### src/rtl/seg7_scan_drv.sv
// seg7_scan_drv: scans an 8-digit common-anode 7-segment display.
// The 32-bit word is shown as 8 hex digits. Each digit has its own decimal
// point and blink enable. Inputs are snapshotted once per frame, so a change
// partway through a frame does not tear the displayed value.
module seg7_scan_drv #(
    parameter int DIV_W   = 17,
    parameter int BLINK_W = 5
) (
    input  logic        clk,
    input  logic        rst,
    input  logic [31:0] disp_num,
    input  logic [7:0]  point,
    input  logic [7:0]  les,
    output logic [7:0]  AN,
    output logic [7:0]  SEGMENT,
    output logic        frame_done
);

    localparam logic [DIV_W-1:0]   PRESC_ONE = DIV_W'(1);
    localparam logic [BLINK_W-1:0] FRAME_ONE = BLINK_W'(1);

    // Active-low segment pattern {g,f,e,d,c,b,a} for one hex nibble.
    function automatic logic [6:0] hex7(input logic [3:0] nib);
        logic [6:0] seg;
        unique case (nib)
            4'h0: seg = 7'h40;
            4'h1: seg = 7'h79;
            4'h2: seg = 7'h24;
            4'h3: seg = 7'h30;
            4'h4: seg = 7'h19;
            4'h5: seg = 7'h12;
            4'h6: seg = 7'h02;
            4'h7: seg = 7'h78;
            4'h8: seg = 7'h00;
            4'h9: seg = 7'h10;
            4'hA: seg = 7'h08;
            4'hB: seg = 7'h03;
            4'hC: seg = 7'h46;
            4'hD: seg = 7'h21;
            4'hE: seg = 7'h06;
            default: seg = 7'h0E;
        endcase
        return seg;
    endfunction

    logic [DIV_W-1:0]   presc_q, presc_d;
    logic [2:0]         dig_q, dig_d;
    logic [BLINK_W-1:0] frame_cnt_q, frame_cnt_d;
    logic [31:0]        snap_num_q, snap_num_d;
    logic [7:0]         snap_pt_q, snap_pt_d;
    logic [7:0]         snap_les_q, snap_les_d;
    logic [7:0]         an_q, an_d;
    logic [7:0]         seg_q, seg_d;
    logic               frame_done_q, frame_done_d;

    logic               tick;
    logic               boundary;
    logic [3:0]         nib;
    logic               blank;

    // The scan sequencer plus the output decode for the digit selected now.
    always_comb begin
        // NOTE: every output gets a default first, so no path through this block can infer a latch.
        presc_d      = presc_q + PRESC_ONE;
        dig_d        = dig_q;
        frame_cnt_d  = frame_cnt_q;
        snap_num_d   = snap_num_q;
        snap_pt_d    = snap_pt_q;
        snap_les_d   = snap_les_q;
        frame_done_d = 1'b0;

        tick     = &presc_q;
        boundary = tick && (dig_q == 3'd7);

        if (tick) begin
            dig_d = dig_q + 3'd1;
        end
        // The last digit's slot is ending, so capture the inputs for the next frame.
        if (boundary) begin
            snap_num_d   = disp_num;
            snap_pt_d    = point;
            snap_les_d   = les;
            frame_cnt_d  = frame_cnt_q + FRAME_ONE;
            frame_done_d = 1'b1;
        end

        // The decode uses only the snapshots, never the live inputs.
        nib   = snap_num_q[{dig_q, 2'b00} +: 4];
        blank = snap_les_q[dig_q] & frame_cnt_q[BLINK_W-1];
        an_d  = blank ? 8'hFF : ~(8'h01 << dig_q);
        seg_d = blank ? 8'hFF : {~snap_pt_q[dig_q], hex7(nib)};
    end

    // State and registered outputs. Reset blanks the display at once.
    always_ff @(posedge clk or posedge rst) begin
        if (rst) begin
            presc_q      <= '0;
            dig_q        <= '0;
            frame_cnt_q  <= '0;
            snap_num_q   <= '0;
            snap_pt_q    <= '0;
            snap_les_q   <= '0;
            an_q         <= 8'hFF;
            seg_q        <= 8'hFF;
            frame_done_q <= 1'b0;
        end else begin
            // NOTE: non-blocking assignments make every register sample values from before the edge.
            presc_q      <= presc_d;
            dig_q        <= dig_d;
            frame_cnt_q  <= frame_cnt_d;
            snap_num_q   <= snap_num_d;
            snap_pt_q    <= snap_pt_d;
            snap_les_q   <= snap_les_d;
            an_q         <= an_d;
            seg_q        <= seg_d;
            frame_done_q <= frame_done_d;
        end
    end

    assign AN         = an_q;
    assign SEGMENT    = seg_q;
    assign frame_done = frame_done_q;

endmodule

### config.mk
export PLATFORM = sky130hd
export DESIGN_NAME = seg7_scan_drv
export DESIGN_NICKNAME = d
export VERILOG_FILES = /design/src/rtl/seg7_scan_drv.sv
export SDC_FILE = /design/constraint.sdc
export NUM_CORES = 1
export LEC_CHECK = 0
export BUFFER_PORTS_ARGS = -buffer_cell sky130_fd_sc_hd__buf_2
export CAP_MARGIN = 0
export CORE_MARGIN = 10
export CORE_UTILIZATION = 56
export CTS_CLUSTER_SIZE = 25
export DETAILED_ROUTE_END_ITERATION = 10
export GPL_TIMING_DRIVEN = 0
export MAX_ROUTING_LAYER = met4
export PLACE_DENSITY_LB_ADDON = 0.1
export SLEW_MARGIN = 20
export SYNTH_ARGS = -nofsm -noshare
export SYNTH_HDL_FRONTEND = slang
export SYNTH_SLANG_ARGS = --single-unit
### constraint.sdc
create_clock -name clk -period 3.6 [get_ports clk]
set_input_delay 0.36 -clock clk [delete_from_list [all_inputs] [get_ports clk]]
set_output_delay 0.36 -clock clk [all_outputs]
set_load 0.02 [all_outputs]
==> impl_metrics.json, run 1 <==
{
  "status": "complete, no violations",
  "cts_root_buffer": "clkbuf_8",
  "final-setup-viol-count": 0,
  "whs_ns": 0.0265,
  "crit_path_frequent_cell": "ha_1",
  "leakage_uw": 0.00232,
  "yosys.area.top_type": "dfrtp_1",
  "hold_viol": 0,
  "yosysUniqueCellTypes": 41,
  "drive_gt1_share_pct": 46.9,
  "viasPerCell": 5.27,
  "grt_antenna_before_repair": 0,
  "clock_tree.htree_level_count": 3,
  "clockBufferDepth": 2,
  "slowest_delay_ns": 0.53,
  "drtIter0Drc": 74,
  "slew_violations": 0,
  "slew_headroom_pct": 57.0,
  "period_share_pct": 80.1,
  "post_drt_wl_per_cell_um": 16.0,
  "vias": 2480,
  "dr.max_layer_used": "met4",
  "critPathLaunchType": "flip-flop",
  "clock_latency_ns": 0.35,
  "comb_power_share_pct": 2.9,
  "wirelength_um": 7550,
  "clock_skew_ns": 0.00775,
  "clkTransAtPathRegs_ns": 0.09,
  "grt.total_usage_pct": 15.0,
  "cellInternalPower_uw": 1320,
  "power_uw": 1700,
  "grt_pass1_wl_um": 13100,
  "overflow": 0,
  "rsz0062_at_grt": "false",
  "synthArstFlopShare_pct": 100,
  "r2r-start": "presc_q[0]",
  "cts_hold_buf": 0,
  "yosysMostFrequentCell": "dfrtp_1",
  "final_area_mm2": 0.00472,
  "max_freq_mhz": 347,
  "worstPathRequired_ns": 3.83,
  "yosys_warnings": 0,
  "cp.arrival_ns": 3.12,
  "p_sw_share_pct": 22.3,
  "cts-resized-gates": 0,
  "grt_max_degree": 55,
  "die_h_um": 105,
  "die_w_um": 105,
  "cts_sinks": 90,
  "hold_class": "input pin to async pin",
  "io_buffer_count": 66,
  "rows": 30,
  "gp_congestion": 0.791,
  "maxCapViolCount": 0,
  "ys_ff_latch": 90,
  "startpoint": "presc_q[0]",
  "synthTopCellsByCount": "dfrtp_1 (74), mux2_2 (51), nand2_1 (23), dfstp_2 (16)",
  "wl_met1_um": 3460,
  "synth_edf_count": 0,
  "dr.pass1.iters": 5,
  "vdd_drop_max_mv": 0.236,
  "reg2reg_depth": 8,
  "initial_core_util_pct": 58.6,
  "end_kind": "flip-flop",
  "min_period_ns": 2.88,
  "drc": 0,
  "fin_setup_tns_ns": 0,
  "dp_hpwl_um": 5680,
  "cp_cell_sequence": "ha_1, nand3_1, nor4_1, ha_1, and2_1, buf_2, buf_1, mux2_2",
  "grt_pass1_vias": 2767,
  "crit_path_max_fanout": 10,
  "io_pins": 67,
  "powerDensity_mw_per_mm2": 361,
  "numCtsBuffers": 9,
  "area_growth_pct": 16.5,
  "synth_area_leaders": "dfrtp_1 (46%), mux2_2 (14%), dfstp_2 (10%)",
  "synth_fp_nets": 357,
  "slowest_stage": "buf_1",
  "syn_inst": 292,
  "cts_setup_buffers": 0,
  "syn_area_per_cell_um2": 13.9,
  "netSwitchingPower_uw": 380,
  "diodes": 0,
  "ys_seq_area_share_pct": 56.1,
  "drtAntennaViolNets": 0,
  "dieArea_mm2": 0.0110,
  "wl_met2_um": 3630,
  "netlist_area_mm2": 0.00405,
  "ys.flop_type": "dfrtp_1",
  "wl_met3_um": 373,
  "synth_top_area_share_pct": 45.7,
  "worstMarginPinSlew_ns": 0.645,
  "cts_tree": "done",
  "clkPwrFrac_pct": 37.7,
  "criticalPathCategory": "flip-flop to flip-flop",
  "seq_power_share_pct": 59.3,
  "final_core_util_pct": 68.3,
  "core_area_mm2": 0.00691,
  "post_dp_cell_area_mm2": 0.00453,
  "nets": 435
}
## placed cells by master, fill, tap and decap left out, types with 2 or more instances in the layout
master      Yosys  layout
dfstp_2        16      16
xnor2_1        15      15
mux2_4          2       2
dfrtp_1        74      74
ha_1           15      15
buf_6           2       2
xor2_1          4       4
mux4_2         10      10
o221ai_1        3       3
a211oi_1        2       2
mux2i_1         5       5
buf_1           5       5
clkinvlp_4      0       2
a21oi_1         5       5
mux2_2         51      51
nand4_1         4       4
o21ai_0         3       3
clkbuf_8        0      11
nor3_1          3       3
nand2_1        23      23
buf_2           3      69
nand3_1        10      10
and2_1          2       2
inv_1          11      10
nor2_1          5       5
and3_1          2       2
## power groups by stage
stage | clock (uW) | sequential (uW) | combinational (uW)
4_1_cts | 662 | 1010 | 51.9
3_3_place_gp | 0 | 1030 | 46.9
5_1_grt | 706 | 1010 | 57.0
6_report | 643 | 1010 | 49.8
3_5_place_dp | 0 | 1030 | 51.7
2_1_floorplan | 0 | 1030 | 15.0
## worst max-delay path: cells and delay by family (launching register included)
family / cells / cell delay, ns
AND/OR/NAND/NOR: 3 / 0.59
buffers and inverters: 2 / 0.77
adder cells (fa/ha/maj): 2 / 0.58
flip-flops: 1 / 0.41
multiplexers: 1 / 0.40
## routing by layer
layer / GRT usage, % / vias to the layer above
met4: 4.90 / 0
li1: - / 1182
met2: 23.4 / 55
met5: - / -
met1: 18.4 / 1233
met3: 4.12 / 10
## cells by family (layout without fill, tap and decap cells)
family	after synthesis	in the layout	synth area share [%]
xor+xnor	19	19	4.11
flops	90	90	56.1
compound gates	18	18	3.18
buf+inv	23	106	2.69
simple gates	58	58	7.01
fa+ha+maj	15	15	4.63
mux	69	69	22.3
## registers in the layout (all words and copies together), names as in the netlist
name and cells:
AN 8, snap_num_q 32, presc_q 17, SEGMENT 8
frame_done 1, frame_cnt_q 5, snap_pt_q 8, dig_q 3
snap_les_q 8
## layout make-up
cell class / count / area, um2
inverter: 12 / 47.5
fill: 562 / 2190
multi-input combinational: 179 / 1670
clock inverter: 5 / 37.5
clock buffer: 11 / 151
timing repair buffer: 67 / 358
sequential: 90 / 2270
tap: 96 / 120
buffer: 11 / 63.8
## worst paths after layout
path	endpoint	slack, ns
setup reg to reg	snap_num_q[26]	0.72
hold reg to reg	presc_q[4]	0.47
min in group clk	snap_les_q[1]	0.23
hold / removal	snap_les_q[3]	0.03
max in group asynchronous	SEGMENT[1]	2.91
setup / recovery	snap_num_q[26]	0.72
## metrics by stage
stage | instances | setup slack, ns
2_1_floorplan | 292 | 0.931
3_3_place_gp | 454 | -0.0391
3_5_place_dp | 455 | 0.695
4_1_cts | 471 | 0.684
5_1_grt | 471 | 0.464
6_report | 471 | 0.718
Power figures use the tool's default switching activity.
==> inputs of run 2 (changes only) <==
--- a/config.mk
+++ b/config.mk
@@ -5,10 +5,11 @@
 export SDC_FILE = /design/constraint.sdc
 export NUM_CORES = 1
 export LEC_CHECK = 0
+export ABC_AREA = 1
 export BUFFER_PORTS_ARGS = -buffer_cell sky130_fd_sc_hd__buf_2
 export CAP_MARGIN = 0
 export CORE_MARGIN = 10
-export CORE_UTILIZATION = 56
+export CORE_UTILIZATION = 57
 export CTS_CLUSTER_SIZE = 25
 export DETAILED_ROUTE_END_ITERATION = 10
 export GPL_TIMING_DRIVEN = 0
==> constraint.sdc (replaced) <==
create_clock -name clk -period 2.7 [get_ports clk]
set_input_delay 0.27 -clock clk [delete_from_list [all_inputs] [get_ports clk]]
set_output_delay 0.27 -clock clk [all_outputs]
set_load 0.02 [all_outputs]
==> run 2 against run 1 <==
Sequential power up 34%. Via count is 39% higher. Global-route usage grew 3.4 points. Clock power increased by 39%. Power rose by 35%. Cell count grew 43%.
==> impl_metrics.json, run 2 <==
{
  "status": "complete, no violations",
  "hold_class": "input pin to flip-flop",
  "grt.total_usage_pct": 18.3,
  "area_growth_pct": 16.4,
  "ys_ff_latch": 90,
  "cts_sinks": 90,
  "synthArstFlopShare_pct": 100,
  "fin_setup_tns_ns": 0,
  "placed_cells": 655,
  "cts_setup_buffers": 0,
  "whs_ns": 0.0939,
  "cp.arrival_ns": 2.68,
  "cp_cell_sequence": "ha_1, nand3_1, nor2_1, nand2_1, nor2_2, nand3_1, nor2_2, ha_4, nand2_2, inv_4, clkbuf_4, nand2_1, xor2_1, inv_1",
  "cts_root_buffer": "clkbuf_8",
  "cts_tree": "done",
  "post_drt_wl_per_cell_um": 14.2,
  "clockBufferDepth": 2,
  "yosysMostFrequentCell": "nand2_1",
  "largest_register": "snap_num_q",
  "wirelength_um": 9530,
  "hold_viol": 0,
  "clock_skew_ns": 0.0114,
  "criticalPathCategory": "flip-flop to flip-flop",
  "rsz0062_at_grt": "false",
  "clock_latency_ns": 0.37,
  "slew_headroom_pct": 71.8,
  "crit_path_max_fanout": 10,
  "end_kind": "flip-flop",
  "wl_met3_um": 603,
  "numCtsBuffers": 9,
  "drtIter0Drc": 124,
  "ys.flop_type": "dfrtp_1",
  "yosys.area.top_type": "dfrtp_1",
  "synthTopCellsByCount": "nand2_1 (163), dfrtp_1 (74), inv_1 (48), nand3_1 (41), o21ai_0 (27)",
  "io_pins": 67,
  "grt_pass1_wl_um": 16600,
  "grt_max_degree": 59,
  "ys_seq_area_share_pct": 52.7,
  "rows": 31,
  "dr.max_layer_used": "met4",
  "leakage_uw": 0.00253,
  "clock_tree.htree_level_count": 3,
  "power_uw": 2300,
  "startpoint": "presc_q[0]",
  "core_area_mm2": 0.00729,
  "powerDensity_mw_per_mm2": 459,
  "gp_congestion": 0.902,
  "min_from": "les[6]",
  "r2r-end": "frame_cnt_q[2]",
  "vias": 3437,
  "viasPerCell": 5.11,
  "min_period_ns": 2.42,
  "yosysUniqueCellTypes": 30,
  "r2r_setup_slack_ns": 0.28,
  "largest_reg_flops": 32,
  "netlist_area_mm2": 0.00431,
  "timing.final.ws_setup_ns": 0.280,
  "min_to": "snap_les_q[6]",
  "wl_met1_um": 4330,
  "cp_num_buf_inv": 3,
  "dp_hpwl_um": 7050,
  "whs_path_depth": 3,
  "slew_violations": 0,
  "initial_core_util_pct": 59.1,
  "critPathLaunchType": "flip-flop",
  "nets": 633,
  "synth_edf_count": 0,
  "critPathTopFamily": "simple AND/OR/NAND/NOR gates",
  "reg.largest.list": "snap_num_q (32), presc_q (17)",
  "maxCapViolCount": 0,
  "synth_area_leaders": "dfrtp_1 (43%), nand2_1 (14%), dfstp_2 (9.8%)",
  "clkTransAtPathRegs_ns": 0.09,
  "final-setup-viol-count": 0,
  "grt_antenna_before_repair": 0,
  "slowest_stage": "dfrtp_1",
  "worstMarginPinSlew_ns": 0.423,
  "synth_fp_nets": 554,
  "yosys_warnings": 0,
  "vdd_drop_max_mv": 0.291,
  "worstPathRequired_ns": 2.96,
  "wl_met2_um": 4390,
  "die_w_um": 107,
  "syn_inst": 489,
  "dr.pass1.iters": 5,
  "dieArea_mm2": 0.0114,
  "period_share_pct": 89.6,
  "finalNonFillerCells": 672,
  "final_common_cell": "nand2_1",
  "most-common-layout-cells": "nand2_1 (163), dfrtp_1 (74), buf_2 (73), inv_1 (47), nand3_1 (41)",
  "syn_area_per_cell_um2": 8.81,
  "r2r-start": "presc_q[0]",
  "drc": 0,
  "synth_top_area_share_pct": 43.0,
  "overflow": 0,
  "die_h_um": 107,
  "drive_gt1_share_pct": 26.0,
  "grt_pass1_vias": 3545,
  "diodes": 0,
  "max_freq_mhz": 413,
  "place_ws_ns": -0.00892,
  "slowest_delay_ns": 0.40,
  "drtAntennaViolNets": 0,
  "reg2reg_depth": 14,
  "io_buffer_count": 66
}
run 2: cell count changes after synthesis, moves of 10 or more:
| cell | previous run | this run |
|---|---|---|
| mux2_2 | 51 | 0 |
| mux4_2 | 10 | 0 |
| nand2_1 | 23 | 163 |
| o21ai_0 | 3 | 27 |
| nand3_1 | 10 | 41 |
| nor2_1 | 5 | 17 |
| inv_1 | 11 | 48 |
run 2: worst max path at each step:
stage                                 to  depth (start not counted)
final                     frame_cnt_q[2]                         14
after global routing      frame_cnt_q[4]                         13
after CTS                 frame_cnt_q[4]                         13
after detailed placement   snap_les_q[1]                         12
after global placement     snap_num_q[6]                          2
after floorplan                 dig_q[0]                          1
run 2: where the power goes:
group | switching [uW] | internal [uW] | leakage [uW]
clock network | 502 | 388 | 0.0000919
registers | 0 | 1350 | 0.000936
logic | 35.5 | 29.8 | 0.00151
run 2: worst reg2reg max path: stages (launching register included):
cell	delay [ns]
dfrtp_1	0.40
ha_1	0.20
nand3_1	0.12
nor2_1	0.12
nand2_1	0.09
nor2_2	0.16
nand3_1	0.15
nor2_2	0.16
ha_4	0.19
nand2_2	0.14
inv_4	0.13
clkbuf_4	0.21
nand2_1	0.08
xor2_1	0.13
inv_1	0.05
run 2: layout make-up:
class	count	area, um2
fillers	618	2270
flip-flops and latches	90	2270
multi-input cells	327	1730
repair buffers	68	368
inverters	54	215
clock buffers	11	151
plain buffers	18	124
well taps	99	124
clock inverters	5	37.5
run 2: what timing repair did:
| item | in CTS | in global routing |
|---|---|---|
| hold buffers | 1 | 0 |
| resized for setup | 1 | 8 |
| endpoints found under the hold margin | 31 | 0 |
| setup endpoints to repair | 5 | 51 |
run 2: kinds of logic after synthesis:
group | after synthesis | synth area share (%)
flip-flops | 90 | 52.7
XOR/XNOR | 18 | 3.66
adder cells (fa/ha/maj) | 15 | 4.35
buffers and inverters | 72 | 7.63
AO/OA/AOI/OAI | 45 | 5.60
AND/OR/NAND/NOR | 249 | 26.0
run 2: metrics by stage:
stage	area (um2)	util, %
2_1_floorplan	4310	-
3_3_place_gp	4760	65.3
3_5_place_dp	4790	65.8
4_1_cts	4990	68.5
5_1_grt	5020	68.8
6_report	5020	68.8
run 2: metal layers:
metal	global-route usage (%)	up-vias
met5	-	-
met4	6.87	0
met3	4.01	24
met2	28.1	111
met1	23.4	1611
li1	-	1691
==> inputs of run 3 (changes only) <==
--- a/config.mk
+++ b/config.mk
@@ -6,12 +6,13 @@
 export NUM_CORES = 1
 export LEC_CHECK = 0
 export ABC_AREA = 1
-export BUFFER_PORTS_ARGS = -buffer_cell sky130_fd_sc_hd__buf_2
 export CAP_MARGIN = 0
+export CORE_ASPECT_RATIO = 0.75
 export CORE_MARGIN = 10
-export CORE_UTILIZATION = 57
+export CORE_UTILIZATION = 63
 export CTS_CLUSTER_SIZE = 25
 export DETAILED_ROUTE_END_ITERATION = 10
+export DONT_BUFFER_PORTS = 1
 export GPL_TIMING_DRIVEN = 0
 export MAX_ROUTING_LAYER = met4
 export PLACE_DENSITY_LB_ADDON = 0.1
==> run 3 against run 2 <==
Via count decreased by 8.3%. Fmax decreased by 0.80%. Routed wire length decreased by 2.2%. Clock power increased by 7.4%. Largest cell class unchanged. Clock-buffer cell count increased by 1.
==> impl_metrics.json, run 3 (synthesis gave the netlist of run 2 again) <==
{
  "cts_setup_buffers": 0,
  "clkTransAtPathRegs_ns": 0.08,
  "core_area_mm2": 0.00673,
  "timing.final.ws_setup_ns": 0.261,
  "grt.total_usage_pct": 19.0,
  "place_ws_ns": 0.0321,
  "reg.largest.list": "snap_num_q (32), presc_q (17)",
  "final_common_cell": "nand2_1",
  "drive_gt1_share_pct": 15.4,
  "crit_path_max_fanout": 10,
  "startpoint": "presc_q[0]",
  "grt_max_degree": 54,
  "vdd_drop_max_mv": 0.295,
  "wirelength_um": 9310,
  "hold_class": "input pin to flip-flop",
  "area_growth_pct": 8.30,
  "dp_hpwl_um": 6820,
  "reg2reg_depth": 14,
  "critPathLaunchType": "flip-flop",
  "initial_core_util_pct": 64.0,
  "io_pins": 67,
  "cts_sinks": 90,
  "p_sw_share_pct": 19.9,
  "grt_antenna_before_repair": 0,
  "cp_cell_sequence": "ha_1, nand3_1, nor2_1, nand2_1, nor2_2, nand3_1, nor2_1, ha_2, nand2_2, inv_4, buf_4, nand2_1, xor2_1, inv_1",
  "vias": 3151,
  "dr.pass1.iters": 4,
  "grt_pass1_wl_um": 15400,
  "largest_register": "snap_num_q",
  "dieArea_mm2": 0.0106,
  "largest_reg_flops": 32,
  "drtIter0Drc": 156,
  "slowest_stage": "dfrtp_1",
  "grt_pass1_vias": 3124,
  "diodes": 0,
  "final-setup-viol-count": 0,
  "die_h_um": 91.6,
  "status": "complete, no violations",
  "finalNonFillerCells": 590,
  "r2r_setup_slack_ns": 0.26,
  "maxCapViolCount": 0,
  "numCtsBuffers": 9,
  "drtAntennaViolNets": 0,
  "viasPerCell": 5.34,
  "post_drt_wl_per_cell_um": 15.8,
  "io_buffer_count": 0,
  "comb_power_share_pct": 1.3,
  "placed_cells": 574,
  "r2r-end": "frame_cnt_q[2]",
  "powerDensity_mw_per_mm2": 500,
  "clock_skew_ns": 0.00562,
  "criticalPathCategory": "flip-flop to flip-flop",
  "leakage_uw": 0.00229,
  "r2r-start": "presc_q[0]",
  "clock_tree.htree_level_count": 3,
  "cts_tree": "done",
  "end_kind": "flip-flop",
  "drc": 0,
  "cts_root_buffer": "clkbuf_8",
  "period_share_pct": 90.3,
  "slew_violations": 0,
  "cellInternalPower_uw": 1870,
  "min_period_ns": 2.44,
  "rsz0062_at_grt": "false",
  "setup.worst_path.end": "frame_cnt_q[2]",
  "gp_congestion": 0.800,
  "netSwitchingPower_uw": 466,
  "slew_headroom_pct": 68.3,
  "clkPwrFrac_pct": 41.0,
  "seq_power_share_pct": 57.7,
  "max_freq_mhz": 410,
  "worstPathRequired_ns": 2.95,
  "fillCellCount": 561,
  "nets": 567,
  "clock_latency_ns": 0.35,
  "overflow": 0,
  "cp.arrival_ns": 2.69,
  "die_w_um": 116,
  "worstMarginPinSlew_ns": 0.476,
  "slowest_delay_ns": 0.39,
  "hold_viol": 0,
  "whs_ns": 0.0237,
  "rows": 26,
  "most-common-layout-cells": "nand2_1 (163), dfrtp_1 (74), inv_1 (47), nand3_1 (41), o21ai_0 (27)",
  "clockBufferDepth": 2
}
-- run 3: cell types whose count changed in the layout (fill, tap and decap cells not counted) --
| cell | previous run | this run |
|---|---|---|
| clkinv_4 | 1 | 0 |
| clkbuf_1 | 2 | 5 |
| buf_2 | 73 | 7 |
| clkbuf_4 | 1 | 0 |
| ha_2 | 0 | 1 |
| inv_6 | 2 | 1 |
| bufinv_16 | 0 | 2 |
| nor2_1 | 15 | 16 |
| clkinvlp_4 | 2 | 0 |
| nor2_2 | 5 | 4 |
| buf_4 | 1 | 2 |
| clkbuf_8 | 11 | 9 |
| ha_4 | 1 | 0 |
-- run 3: worst max-delay path: cells and delay by family (launching register included) --
family | cells | cell delay (ns)
XOR/XNOR | 1 | 0.13
AND/OR/NAND/NOR | 8 | 0.97
adder cells (fa/ha/maj) | 2 | 0.45
buffers and inverters | 3 | 0.37
flip-flops | 1 | 0.39
-- run 3: layout make-up --
class	instances	area [um2]	share of cell area, %
buffer	18	124	2.65
tap	84	105	2.25
timing repair buffer	2	37.5	0.804
clock buffer	12	135	2.89
sequential	90	2270	48.7
multi-input combinational	327	1710	36.7
clock inverter	3	65.1	1.39
inverter	54	215	4.61
-- run 3: layer usage --
| metal | global-route usage (%) | routed length, um | up-vias |
|---|---|---|---|
| li1 | - | - | 1557 |
| met1 | 25.4 | 4490 | 1491 |
| met2 | 28.1 | 4260 | 92 |
| met3 | 4.75 | 483 | 11 |
| met4 | 5.26 | 85 | 0 |
| met5 | - | 0 | - |
-- run 3: power groups by stage --
stage,sequential (uW),clock [uW],combinational [uW]
4_1_cts,1350,983,33.5
2_1_floorplan,1370,0,19.4
3_3_place_gp,1370,0,25.9
5_1_grt,1350,1040,36.4
6_report,1350,957,30.9
3_5_place_dp,1370,0,31.9
-- run 3: how the worst min path moves through the flow --
stage / from / to / cells past startpoint / slack (ns)
floorplan: les[0] / snap_les_q[0] / 2 / 0.38
global placement: les[6] / snap_les_q[6] / 2 / 0.38
detailed placement: rst / presc_q[7] / 1 / 0.21
CTS: point[1] / snap_pt_q[1] / 2 / 0.01
global route: disp_num[27] / snap_num_q[27] / 2 / 0.009
finish: disp_num[15] / snap_num_q[15] / 2 / 0.02
-- run 3: stage by stage --
stage	area, um2	util (%)	total power (uW)	TNS (ns)
after floorplan	4310	-	1390	0
after global placement	4420	65.6	1400	-53.99
after detailed placement	4450	66.0	1410	0
after CTS	4660	69.2	2360	0
after global routing	4670	69.3	2420	0
final	4670	69.3	2340	0
-- run 3: timing repair --
action                     in CTS  in global routing
pin swaps                       0                  1
hold endpoints to repair       36                  0
gates cloned                    0                  0
gates resized for setup         1                  7
setup endpoints to repair       1                 45
hold buffers                    1                  0
